$ cat config.mk
export PLATFORM = sky130hd
export DESIGN_NAME = tlc_multiway
export DESIGN_NICKNAME = d
export VERILOG_FILES = /design/src/rtl/tlc_pkg.sv /design/src/rtl/tlc_rr_pick.sv /design/src/rtl/tlc_multiway.sv
export SDC_FILE = /design/constraint.sdc
export NUM_CORES = 1
export LEC_CHECK = 0
export BUFFER_PORTS_ARGS = -buffer_cell sky130_fd_sc_hd__buf_2
export CELL_PAD_IN_SITES_DETAIL_PLACEMENT = 1
export CELL_PAD_IN_SITES_GLOBAL_PLACEMENT = 1
export CORE_MARGIN = 4
export CORE_UTILIZATION = 43
export DETAILED_ROUTE_END_ITERATION = 6
export PLACE_DENSITY = 0.84
export SKIP_CTS_REPAIR_TIMING = 1
export SLEW_MARGIN = 20
export SYNTH_ARGS = -nofsm -noshare
export SYNTH_HDL_FRONTEND = slang
export SYNTH_SLANG_ARGS = --single-unit
$ cat constraint.sdc
create_clock -name clk -period 2.71 [get_ports clk]
set_input_delay 0.271 -clock clk [delete_from_list [all_inputs] [get_ports clk]]
set_output_delay 0.271 -clock clk [all_outputs]
set_load 0.05 [all_outputs]
$ cat src/rtl/tlc_pkg.sv
// tlc_pkg: shared light and phase encodings for the multi-way traffic controller
package tlc_pkg;
  localparam logic [2:0] LT_RED    = 3'b100;
  localparam logic [2:0] LT_GREEN  = 3'b010;
  localparam logic [2:0] LT_YELLOW = 3'b001;
  typedef enum logic [1:0] {
    PH_ALLRED = 2'b00,
    PH_GREEN  = 2'b01,
    PH_YELLOW = 2'b10
  } phase_t;
endpackage

$ cat src/rtl/tlc_rr_pick.sv
// tlc_rr_pick: round-robin pick of the first requesting approach after cur
module tlc_rr_pick
  import tlc_pkg::*;
#(
  parameter int N_WAY = 4,
  parameter int IDW   = $clog2(N_WAY)
) (
  input  logic [N_WAY-1:0] req,
  input  logic [IDW-1:0]   cur,
  output logic [IDW-1:0]   pick,
  output logic             pick_vld
);
  logic [IDW-1:0] idx;
  // scan from the farthest candidate back so the nearest requester after cur wins
  always_comb begin
    pick = cur;
    pick_vld = 1'b0;
    idx = '0;
    for (int k = N_WAY; k >= 1; k--) begin
      idx = IDW'((int'(cur) + k) % N_WAY);
      if (req[idx]) begin
        pick = idx;
        pick_vld = 1'b1;
      end
    end
  end
endmodule

$ cat src/rtl/tlc_multiway.sv
// tlc_multiway: N-approach round-robin traffic controller with min/max green and preempt
module tlc_multiway
  import tlc_pkg::*;
#(
  parameter int N_WAY      = 4,
  parameter int MIN_GREEN  = 4,
  parameter int MAX_GREEN  = 16,
  parameter int YELLOW_CYC = 2,
  parameter int ALLRED_CYC = 1,
  parameter int IDW        = $clog2(N_WAY)
) (
  input  logic                 clk,
  input  logic                 rst,
  input  logic [N_WAY-1:0]     req,
  input  logic                 preempt_vld,
  input  logic [IDW-1:0]       preempt_id,
  output logic [3*N_WAY-1:0]   lights,
  output logic [IDW-1:0]       active_id,
  output logic [1:0]           phase
);
  localparam int TMAX = YELLOW_CYC > ALLRED_CYC ? YELLOW_CYC : ALLRED_CYC;
  localparam int TW   = $clog2(TMAX + 1);
  localparam int GW   = $clog2(MAX_GREEN + 1);
  phase_t state, state_n;
  logic [IDW-1:0] id_n, pick;
  logic pick_vld, pre_ok, other;
  logic [GW-1:0] gcnt, gcnt_n;
  logic [TW-1:0] tmr, tmr_n;
  logic [3*N_WAY-1:0] lights_n;
  tlc_rr_pick #(.N_WAY(N_WAY), .IDW(IDW)) u_pick (
    .req      (req),
    .cur      (active_id),
    .pick     (pick),
    .pick_vld (pick_vld)
  );
  assign pre_ok = preempt_vld && (int'(preempt_id) < N_WAY);
  assign other  = |(req & ~(N_WAY'(1) << active_id));
  assign phase  = state;
  // next phase, owner, counters and the light pattern that goes with them
  always_comb begin
    state_n = state;
    id_n = active_id;
    gcnt_n = gcnt;
    tmr_n = tmr;
    lights_n = '0;
    case (state)
      PH_ALLRED:
        if (tmr > TW'(1)) tmr_n = tmr - TW'(1);
        else if (pre_ok || pick_vld) begin
          state_n = PH_GREEN;
          id_n = pre_ok ? preempt_id : pick;
          gcnt_n = GW'(1);
        end
      PH_GREEN: begin
        gcnt_n = gcnt >= GW'(MAX_GREEN) ? gcnt : gcnt + GW'(1);
        if (pre_ok ? (preempt_id != active_id)
                   : (other && (gcnt >= GW'(MAX_GREEN) || (gcnt >= GW'(MIN_GREEN) && !req[active_id])))) begin
          state_n = PH_YELLOW;
          tmr_n = TW'(YELLOW_CYC);
        end
      end
      PH_YELLOW:
        if (tmr > TW'(1)) tmr_n = tmr - TW'(1);
        else begin
          state_n = PH_ALLRED;
          tmr_n = TW'(ALLRED_CYC);
        end
      default: state_n = PH_ALLRED;
    endcase
    for (int i = 0; i < N_WAY; i++)
      lights_n[3*i +: 3] = (state_n == PH_ALLRED || id_n != IDW'(i)) ? LT_RED
                         : (state_n == PH_GREEN ? LT_GREEN : LT_YELLOW);
  end
  // state registers; reset forces every approach to red at once
  always_ff @(posedge clk or posedge rst) begin
    if (rst) begin
      state <= PH_ALLRED;
      active_id <= '0;
      gcnt <= '0;
      tmr <= TW'(ALLRED_CYC);
      lights <= {N_WAY{LT_RED}};
    end else begin
      state <= state_n;
      active_id <= id_n;
      gcnt <= gcnt_n;
      tmr <= tmr_n;
      lights <= lights_n;
    end
  end
endmodule

# Word level (Yosys, flattened, before mapping)
# Index checks and enable logic that the tools add are counted.
# classes
n_addsub	6
n_lt_le_gt_ge	8
eq_ne	12
n_shift	1
n_mux	41
n_bitwise	2
n_reduce_logical	17
# op_table
cell	n
$mux 2	16
$lt 2x3->1 const B	5
$mux 5	3
$ne 2x2->1 const B	7
$mux 3	4
$pmux 2 s3	2
$bmux 1 s2	5
$mux 1	10
$pmux 5 s2	1
$logic_or 1x1->1	6
$add 5x1->5 const B	1
$ge 5x3->1 const B	1
$ge 5x5->1 const B	1
$add 2x1->2 const B	2
$add 2x2->2 const B	2
$and 4x4->4	1
$eq 2x1->1 const B	2
$logic_not 2->1	2
$not 4->4	1
$reduce_and 4->1	1
$reduce_bool 2->1	2
$reduce_or 4->1	1
$shl 1x2->4 const A	1
$reduce_and 3->1	1
other kinds (8)	9
# word_totals
regBits	23
output_inout_bits	16

# Longest topological paths before layout
# Gate-level depths: netlist of run 1.
# depth
depth_word	14
ltp_mapped	10

# By module
# A second synthesis of run 1 with hierarchy kept.
# hier_totals
hier_cells	150
hier_area_um2	1433.9
# modules_own_cells
mod	instances	cells_each	area_each_um2	seq_area_each_um2
tlc_multiway	1	136	1351.3	581.8
tlc_rr_pick	1	14	82.6	0.0

# Worst setup path after synthesis of run 1
# No wires, ideal clock.
# synth_path
path_kind	register to register
from	reg active_id[0]
to	reg lights[1]
setup_time_ns	0.105
t_arrival_ns	2.590
required_time_ns	2.605
path_slack_ns	0.015
stages_incl_launch_ff	11
path_buffers	2
period_less_slack_ns	2.695
path_cell_list	dfrtp_1 -> buf_2 -> inv_1 -> ha_1 -> clkbuf_1 -> mux2i_1 -> o22ai_1 -> a41oi_1 -> o22ai_4 -> inv_2 -> nor4b_1
# synth_between
elab_chain_len	14
# synth_lines
element	line	text
start, declared	tlc_multiway.sv:18	output logic [IDW-1:0] active_id,
start signal, assigned	tlc_multiway.sv:84	active_id <= id_n;
$add 2x1->2	tlc_rr_pick.sv:20	idx = IDW'((int'(cur) + k) % N_WAY);
$bmux 1 s2	tlc_rr_pick.sv:21	if (req[idx]) begin
$mux 1 (not written as such)	tlc_rr_pick.sv:21	
$mux 2 / $mux 1 (equally long branches) (4 in a row)	tlc_rr_pick.sv:21	
$mux 2 / $logic_or 1x1->1 (equally long branches)	tlc_multiway.sv:51, tlc_multiway.sv:49	
$mux 2 *	tlc_multiway.sv:49	else if (pre_ok || pick_vld) begin
$mux 2 *	tlc_multiway.sv:48	if (tmr > TW'(1)) tmr_n = tmr - TW'(1);
$mux 2 *	tlc_multiway.sv:46	case (state)
via id_n[1]	tlc_multiway.sv:25	logic [IDW-1:0] id_n, pick;
$reduce_bool 2->1 *	tlc_multiway.sv:71	lights_n[3*i +: 3] = (state_n == PH_ALLRED || id_n != IDW'(i)) ? LT_RED
$logic_or 1x1->1 *	tlc_multiway.sv:71	
$mux 3 *	tlc_multiway.sv:71	
via lights_n[1]	tlc_multiway.sv:29	logic [3*N_WAY-1:0] lights_n;
end signal, assigned	tlc_multiway.sv:81	lights <= {N_WAY{LT_RED}};
end signal, assigned	tlc_multiway.sv:87	lights <= lights_n;
end, declared	tlc_multiway.sv:17	output logic [3*N_WAY-1:0] lights,
# Mark *: on every way through the listed nets, which the timed path passes. The rest lies on a longest branch. The select of a mux whose other input is x is not followed.
# A chain may end at the register's enable or synchronous reset.

# Worst setup path after layout of run 1
# Ends and elaborated chain as after synthesis.

==> impl_metrics.env, run 1 <==
export IMPL_slowest_delay_ns=0.56
export IMPL_syn_to_final_growth_pct=11.99
export IMPL_fmax_ghz=0.3996
export IMPL_worstHoldPathType="input pin to asynchronous set/reset pin"
export IMPL_p_seq_share_pct=25.1
export IMPL_hold_viol=0
export IMPL_ys_types=45
export IMPL_yosysWarnings=0
export IMPL_crit_chain="inv_1 -> ha_1 -> mux2i_1 -> o22ai_1 -> a41oi_1 -> o22ai_4 -> inv_2 -> nor4b_1"
export IMPL_grt_pass1_wl_um=6548
export IMPL_r2r_cells=8
export IMPL_root_buffer="clkbuf_4"
export IMPL_netlist_area_sq_um=1534
export IMPL_synth_edf_count=0
export IMPL_power_switching_mw=1.248
export IMPL_die_area_sq_um=4587
export IMPL_worst_pin_slew_ns=0.8690
export IMPL_synthCells=155
export IMPL_synthArstFlopShare_pct=100.0
export IMPL_drive_gt1_share_pct=26.97
export IMPL_p_leak_nw=0.8152
export IMPL_clkPwrFrac_pct=7.3
export IMPL_ir_worst_vdd_v=0.0006095
export IMPL_synth_area_leader_cell="dfrtp_1"
export IMPL_num_rows=21
export IMPL_setup_viol=0
export IMPL_synth_seq_cells=23
export IMPL_tns_ns=0
export IMPL_grt_max_degree=24
export IMPL_drt_iter0_markers=36
export IMPL_firstDrtPassIters=4
export IMPL_clockBufferDepth=2
export IMPL_clk_latency_ns=0.32
export IMPL_placed_cells=220
export IMPL_cts_htree_levels=1
export IMPL_ant_nets=0
export IMPL_switching_share_pct=53.84
export IMPL_yosys_top_cells_count="dfrtp_1, inv_1, ha_1, nor2_1"
export IMPL_avgViaCountPerCell=5.683
export IMPL_slew_headroom_pct=42.00
export IMPL_critPathSlowestCell="dfrtp_1"
export IMPL_drt_wl_total_um=3845
export IMPL_synth_fp_nets=177
export IMPL_fp_dieW_um=67.73
export IMPL_vias=1273
export IMPL_synth_most_common_cell="dfrtp_1"
export IMPL_grt_pass1_vias=1364
export IMPL_cts_tree="yes"
export IMPL_ios=25
export IMPL_hold_ws_ns=0.1043
export IMPL_cellPowerDensity_nw_per_um2=1350
export IMPL_track_usage_pct=18.87
export IMPL_min_period_ns=2.502
export IMPL_slew_viol_final=0
export IMPL_cts_num_sinks=23
export IMPL_nNetsFinal=201
export IMPL_path_max_fanout=10
export IMPL_utilization_pct=50.68
export IMPL_internal_power_mw=1.070
export IMPL_crit_path_start_kind="flop"
export IMPL_place_congestion=0.8467
export IMPL_path_clk_slew_ns=0.14
export IMPL_synth_area_top_cells="dfrtp_1, ha_1, dfstp_2, mux2i_1, o211ai_1"
export IMPL_route_detailed_drc=0
export IMPL_synth_ff_type="dfrtp_1"
export IMPL_endpoint_kind="flop"
export IMPL_cts_made_buffers=3
export IMPL_antenna_found_initial=0
export IMPL_max_cap_violations=0
export IMPL_rsz0062_at_grt="no"
export IMPL_power_frac_comb_pct=67.6
export IMPL_total_power_mw=2.319
export IMPL_core_area_sq_um=3390
export IMPL_fillers=382
export IMPL_n_antenna_cell=0
export IMPL_crit_arrival_ns=2.72
export IMPL_crit_required_ns=2.93
export IMPL_port_buffer_count=24
export IMPL_worstSetupPathType="flop to flop"
export IMPL_dp_hpwl_um=2955
export IMPL_period_share_pct=92.33
export IMPL_layout_cells_non_filler=224
export IMPL_skew_ns=0.006854
export IMPL_synth_top_area_share_pct=29.36
export IMPL_die_h_um=67.73
export IMPL_syn_avg_cell_area_sq_um=9.897
export IMPL_gr_total_overflow=0
export IMPL_ys_seq_area_share_pct=37.93
export IMPL_start_util_pct=45.26
export IMPL_outcome="finished, final reports clean"
export IMPL_avgRoutedWirePerCell_um=17.17
==> worst max-delay path, delay by kind of cell, from the launching register on <==
family                     cells  cell delay, ns
muxes                          1            0.13
DFF                            1            0.56
buffers and inverters          2            0.27
AOI/OAI and AO/OA              3            0.63
adders and majority gates      1            0.48
and+or+nand+nor                1            0.33
==> registers in the layout, indices dropped and copies added, names as in the netlist <==
name,count
lights,12
gcnt,5
active_id,2
phase,2
tmr,2
==> power groups by stage <==
stage / registers [mW] / logic [mW] / clock network, mW
6_report: 0.582 / 1.57 / 0.169
3_5_place_dp: 0.588 / 1.57 / 0
4_1_cts: 0.584 / 1.58 / 0.169
3_3_place_gp: 0.581 / 1.47 / 0
2_1_floorplan: 0.848 / 0.944 / 0
5_1_grt: 0.600 / 1.72 / 0.187
==> final cells by class <==
| cell class | instances | area, sq um | area share, % |
|---|---|---|---|
| clock inverters | 1 | 5.005 | 0.2913 |
| flip-flops and latches | 23 | 581.8 | 33.87 |
| well taps | 46 | 57.56 | 3.350 |
| repair buffers | 27 | 142.6 | 8.303 |
| clock buffers | 3 | 22.52 | 1.311 |
| multi-input cells | 107 | 842.1 | 49.02 |
| inverters | 17 | 66.31 | 3.860 |
==> cells in the final DEF, fill, tap and decap left out, types with 4 or more instances in the layout <==
cell | Yosys | final
o21ai_0 | 5 | 5
nor2_1 | 10 | 10
inv_1 | 15 | 15
buf_2 | 2 | 24
and3_1 | 5 | 5
dfstp_2 | 5 | 5
nand2_1 | 8 | 8
mux2i_1 | 6 | 6
ha_1 | 13 | 13
dfrtp_1 | 18 | 18
xnor2_1 | 4 | 4
a21oi_1 | 4 | 4
o211ai_1 | 8 | 8
nand2b_1 | 5 | 5
==> kinds of logic (layout without fill, tap and decap cells) <==
logic type	after synthesis	after routing	synth area share, %
adder cells (fa/ha/maj)	13	13	10.60
AO/OA/AOI/OAI	37	37	19.82
buffers and inverters	25	48	7.177
AND/OR/NAND/NOR	45	45	16.80
XOR/XNOR	4	4	2.284
multiplexers	8	8	5.383
flip-flops	23	23	37.93
==> worst paths after layout <==
kind / end / start / slack [ns]
max: lights[1] / active_id[0] / 0.21
min: gcnt[0] / rst / 0.10
max in group asynchronous: lights[0] / rst / 2.07
min in group clk: lights[5] / preempt_id[1] / 0.46
min reg2reg: gcnt[4] / gcnt[4] / 0.58
max reg2reg: lights[1] / active_id[0] / 0.21
==> metal layers <==
metal	global-route usage, %	wire length, um
met4	4.304	57
met2	32.69	1963
met5	0	0
met3	3.494	142
met1	24.17	1682
==> stage by stage <==
stage,setup slack [ns],area (sq um)
finish,0.2077,1718
global route,0.06608,1718
CTS,0.1985,1718
detailed placement,0.2220,1690
global placement,0.3693,1690
floorplan,0.01474,1534
No activity file was read; power rests on OpenSTA's default activity.
==> run 2, diff against run 1 <==
--- a/config.mk
+++ b/config.mk
@@ -7,9 +7,9 @@
 export LEC_CHECK = 0
 export BUFFER_PORTS_ARGS = -buffer_cell sky130_fd_sc_hd__buf_2
 export CELL_PAD_IN_SITES_DETAIL_PLACEMENT = 1
-export CELL_PAD_IN_SITES_GLOBAL_PLACEMENT = 1
+export CELL_PAD_IN_SITES_GLOBAL_PLACEMENT = 2
 export CORE_MARGIN = 4
-export CORE_UTILIZATION = 43
+export CORE_UTILIZATION = 35
 export DETAILED_ROUTE_END_ITERATION = 6
 export PLACE_DENSITY = 0.84
 export SKIP_CTS_REPAIR_TIMING = 1
==> run 2 against run 1 <==
  * Critical path depth unchanged
  * Hold slack better by 0.065 ns
  * Non-clock buffer count stayed put
  * Global-route usage shrank 3.8 points
  * Core utilization decreased by 8.3 points
  * Routed wire length fell by 1.3%
==> impl_metrics.env, run 2 (synthesized netlist as in run 1, its figures left out) <==
export IMPL_outcome="finished, final reports clean"
export IMPL_crit_path_start_kind="flop"
export IMPL_internal_power_mw=1.120
export IMPL_port_buffer_count=24
export IMPL_switching_share_pct=52.42
export IMPL_clockBufferDepth=2
export IMPL_cts_htree_levels=1
export IMPL_root_buffer="clkbuf_8"
export IMPL_max_cap_violations=0
export IMPL_dp_hpwl_um=2918
export IMPL_largest_reg_flops=12
export IMPL_gr_total_overflow=0
export IMPL_grt_pass1_wl_um=6479
export IMPL_grt_max_degree=24
export IMPL_n_antenna_cell=0
export IMPL_syn_to_final_growth_pct=13.70
export IMPL_cts_num_sinks=23
export IMPL_min_period_ns=2.307
export IMPL_rsz0062_at_grt="no"
export IMPL_slew_viol_final=0
export IMPL_clk_latency_ns=0.27
export IMPL_ir_worst_vdd_v=0.0005373
export IMPL_critPathSlowestCell="dfrtp_1"
export IMPL_top_register="lights"
export IMPL_cts_tree="yes"
export IMPL_grt_pass1_vias=1308
export IMPL_endpoint_kind="flop"
export IMPL_avgRoutedWirePerCell_um=16.64
export IMPL_clkPwrFrac_pct=9.5
export IMPL_core_area_sq_um=4115
export IMPL_vias=1235
export IMPL_cts_made_buffers=3
export IMPL_place_congestion=0.7700
export IMPL_layout_cells_non_filler=228
export IMPL_setup_viol=0
export IMPL_fmax_ghz=0.4335
export IMPL_ant_nets=0
export IMPL_slowest_delay_ns=0.47
export IMPL_placed_cells=224
export IMPL_cellPowerDensity_nw_per_um2=1349
export IMPL_drive_gt1_share_pct=26.97
export IMPL_utilization_pct=42.38
export IMPL_nNetsFinal=201
export IMPL_slew_headroom_pct=42.42
export IMPL_num_rows=23
export IMPL_worstHoldPathType="input pin to asynchronous set/reset pin"
export IMPL_die_area_sq_um=5506
export IMPL_p_leak_nw=0.8192
export IMPL_worstSetupPathType="flop to flop"
export IMPL_hold_viol=0
export IMPL_layout_common_cells="buf_2, dfrtp_1, inv_1"
export IMPL_drt_wl_total_um=3795
export IMPL_crit_arrival_ns=2.51
export IMPL_total_power_mw=2.353
export IMPL_crit_chain="inv_1 -> ha_1 -> nor2b_1 -> o221ai_1 -> o21ai_0 -> a221o_2 -> inv_4 -> and3_1"
export IMPL_path_clk_slew_ns=0.09
export IMPL_power_frac_comb_pct=66.3
export IMPL_power_switching_mw=1.233
export IMPL_start_util_pct=37.28
export IMPL_period_share_pct=85.13
export IMPL_die_h_um=74.20
export IMPL_route_detailed_drc=0
export IMPL_skew_ns=0.002132
export IMPL_reg_largest_list="lights (12), gcnt (5)"
export IMPL_avgViaCountPerCell=5.417
export IMPL_p_seq_share_pct=24.2
export IMPL_path_max_fanout=10
export IMPL_layout_commonest_cell="buf_2"
export IMPL_ios=25
export IMPL_worst_pin_slew_ns=0.8628
export IMPL_tns_ns=0
export IMPL_antenna_found_initial=0
export IMPL_drt_iter0_markers=11
export IMPL_fp_dieW_um=74.20
export IMPL_track_usage_pct=15.09
export IMPL_crit_required_ns=2.91
export IMPL_firstDrtPassIters=4
==> run 2: cell count changes in the layout (fill, tap and decap cells not counted), sizes merged <==
cell | before | now
clkinv | 1 | 0
clkinvlp | 0 | 1
==> run 2: worst paths after layout <==
| kind | start | slack (ns) | end | cells after the start |
|---|---|---|---|---|
| setup / recovery | active_id[0] | 0.40 | lights[3] | 8 |
| hold / removal | rst | 0.17 | lights[3] | 2 |
| setup reg to reg | active_id[0] | 0.40 | lights[3] | 8 |
| hold reg to reg | gcnt[4] | 0.55 | gcnt[4] | 2 |
| max in group asynchronous | rst | 2.01 | phase[0] | 2 |
| min in group clk | preempt_id[1] | 0.51 | lights[2] | 5 |
==> run 2: metal layers <==
layer	GRT usage (%)	vias up	part of all wire, %
met3	3.108	3	3.2
met4	2.414	0	0.50
met1	19.45	614	46
met5	0	-	0
met2	26.48	18	50
li1	-	600	-
==> run 2: power groups by stage <==
stage / registers [mW] / clock network [mW] / logic [mW]
2_1_floorplan: 0.848 / 0 / 0.944
3_3_place_gp: 0.569 / 0 / 1.51
3_5_place_dp: 0.578 / 0 / 1.57
4_1_cts: 0.573 / 0.231 / 1.58
5_1_grt: 0.591 / 0.247 / 1.72
6_report: 0.569 / 0.223 / 1.56
==> run 2: layout make-up <==
class / instances / area [sq um]
multi-input combinational: 107 / 842.1
timing repair buffer: 27 / 142.6
fill: 486 / 2371
clock inverter: 1 / 7.507
clock buffer: 3 / 41.29
inverter: 17 / 66.31
tap: 50 / 62.56
sequential: 23 / 581.8
==> run 2: per-stage QoR <==
stage	cell area, sq um	worst slack (ns)	hold slack (ns)
final	1744	0.4031	0.1693
after CTS	1744	0.3867	0.2073
after detailed placement	1695	0.3942	0.5091
after global routing	1744	0.1493	0.2465
after global placement	1695	0.4849	0.4744
after floorplan	1534	0.01474	0.2692
==> run 2: worst max-delay path, delay by kind of cell (launching register included) <==
kind	cells	cell delay (ns)
and+or+nand+nor	2	0.38
buffers and inverters	2	0.23
DFF	1	0.47
adders and majority gates	1	0.43
AOI/OAI and AO/OA	3	0.74
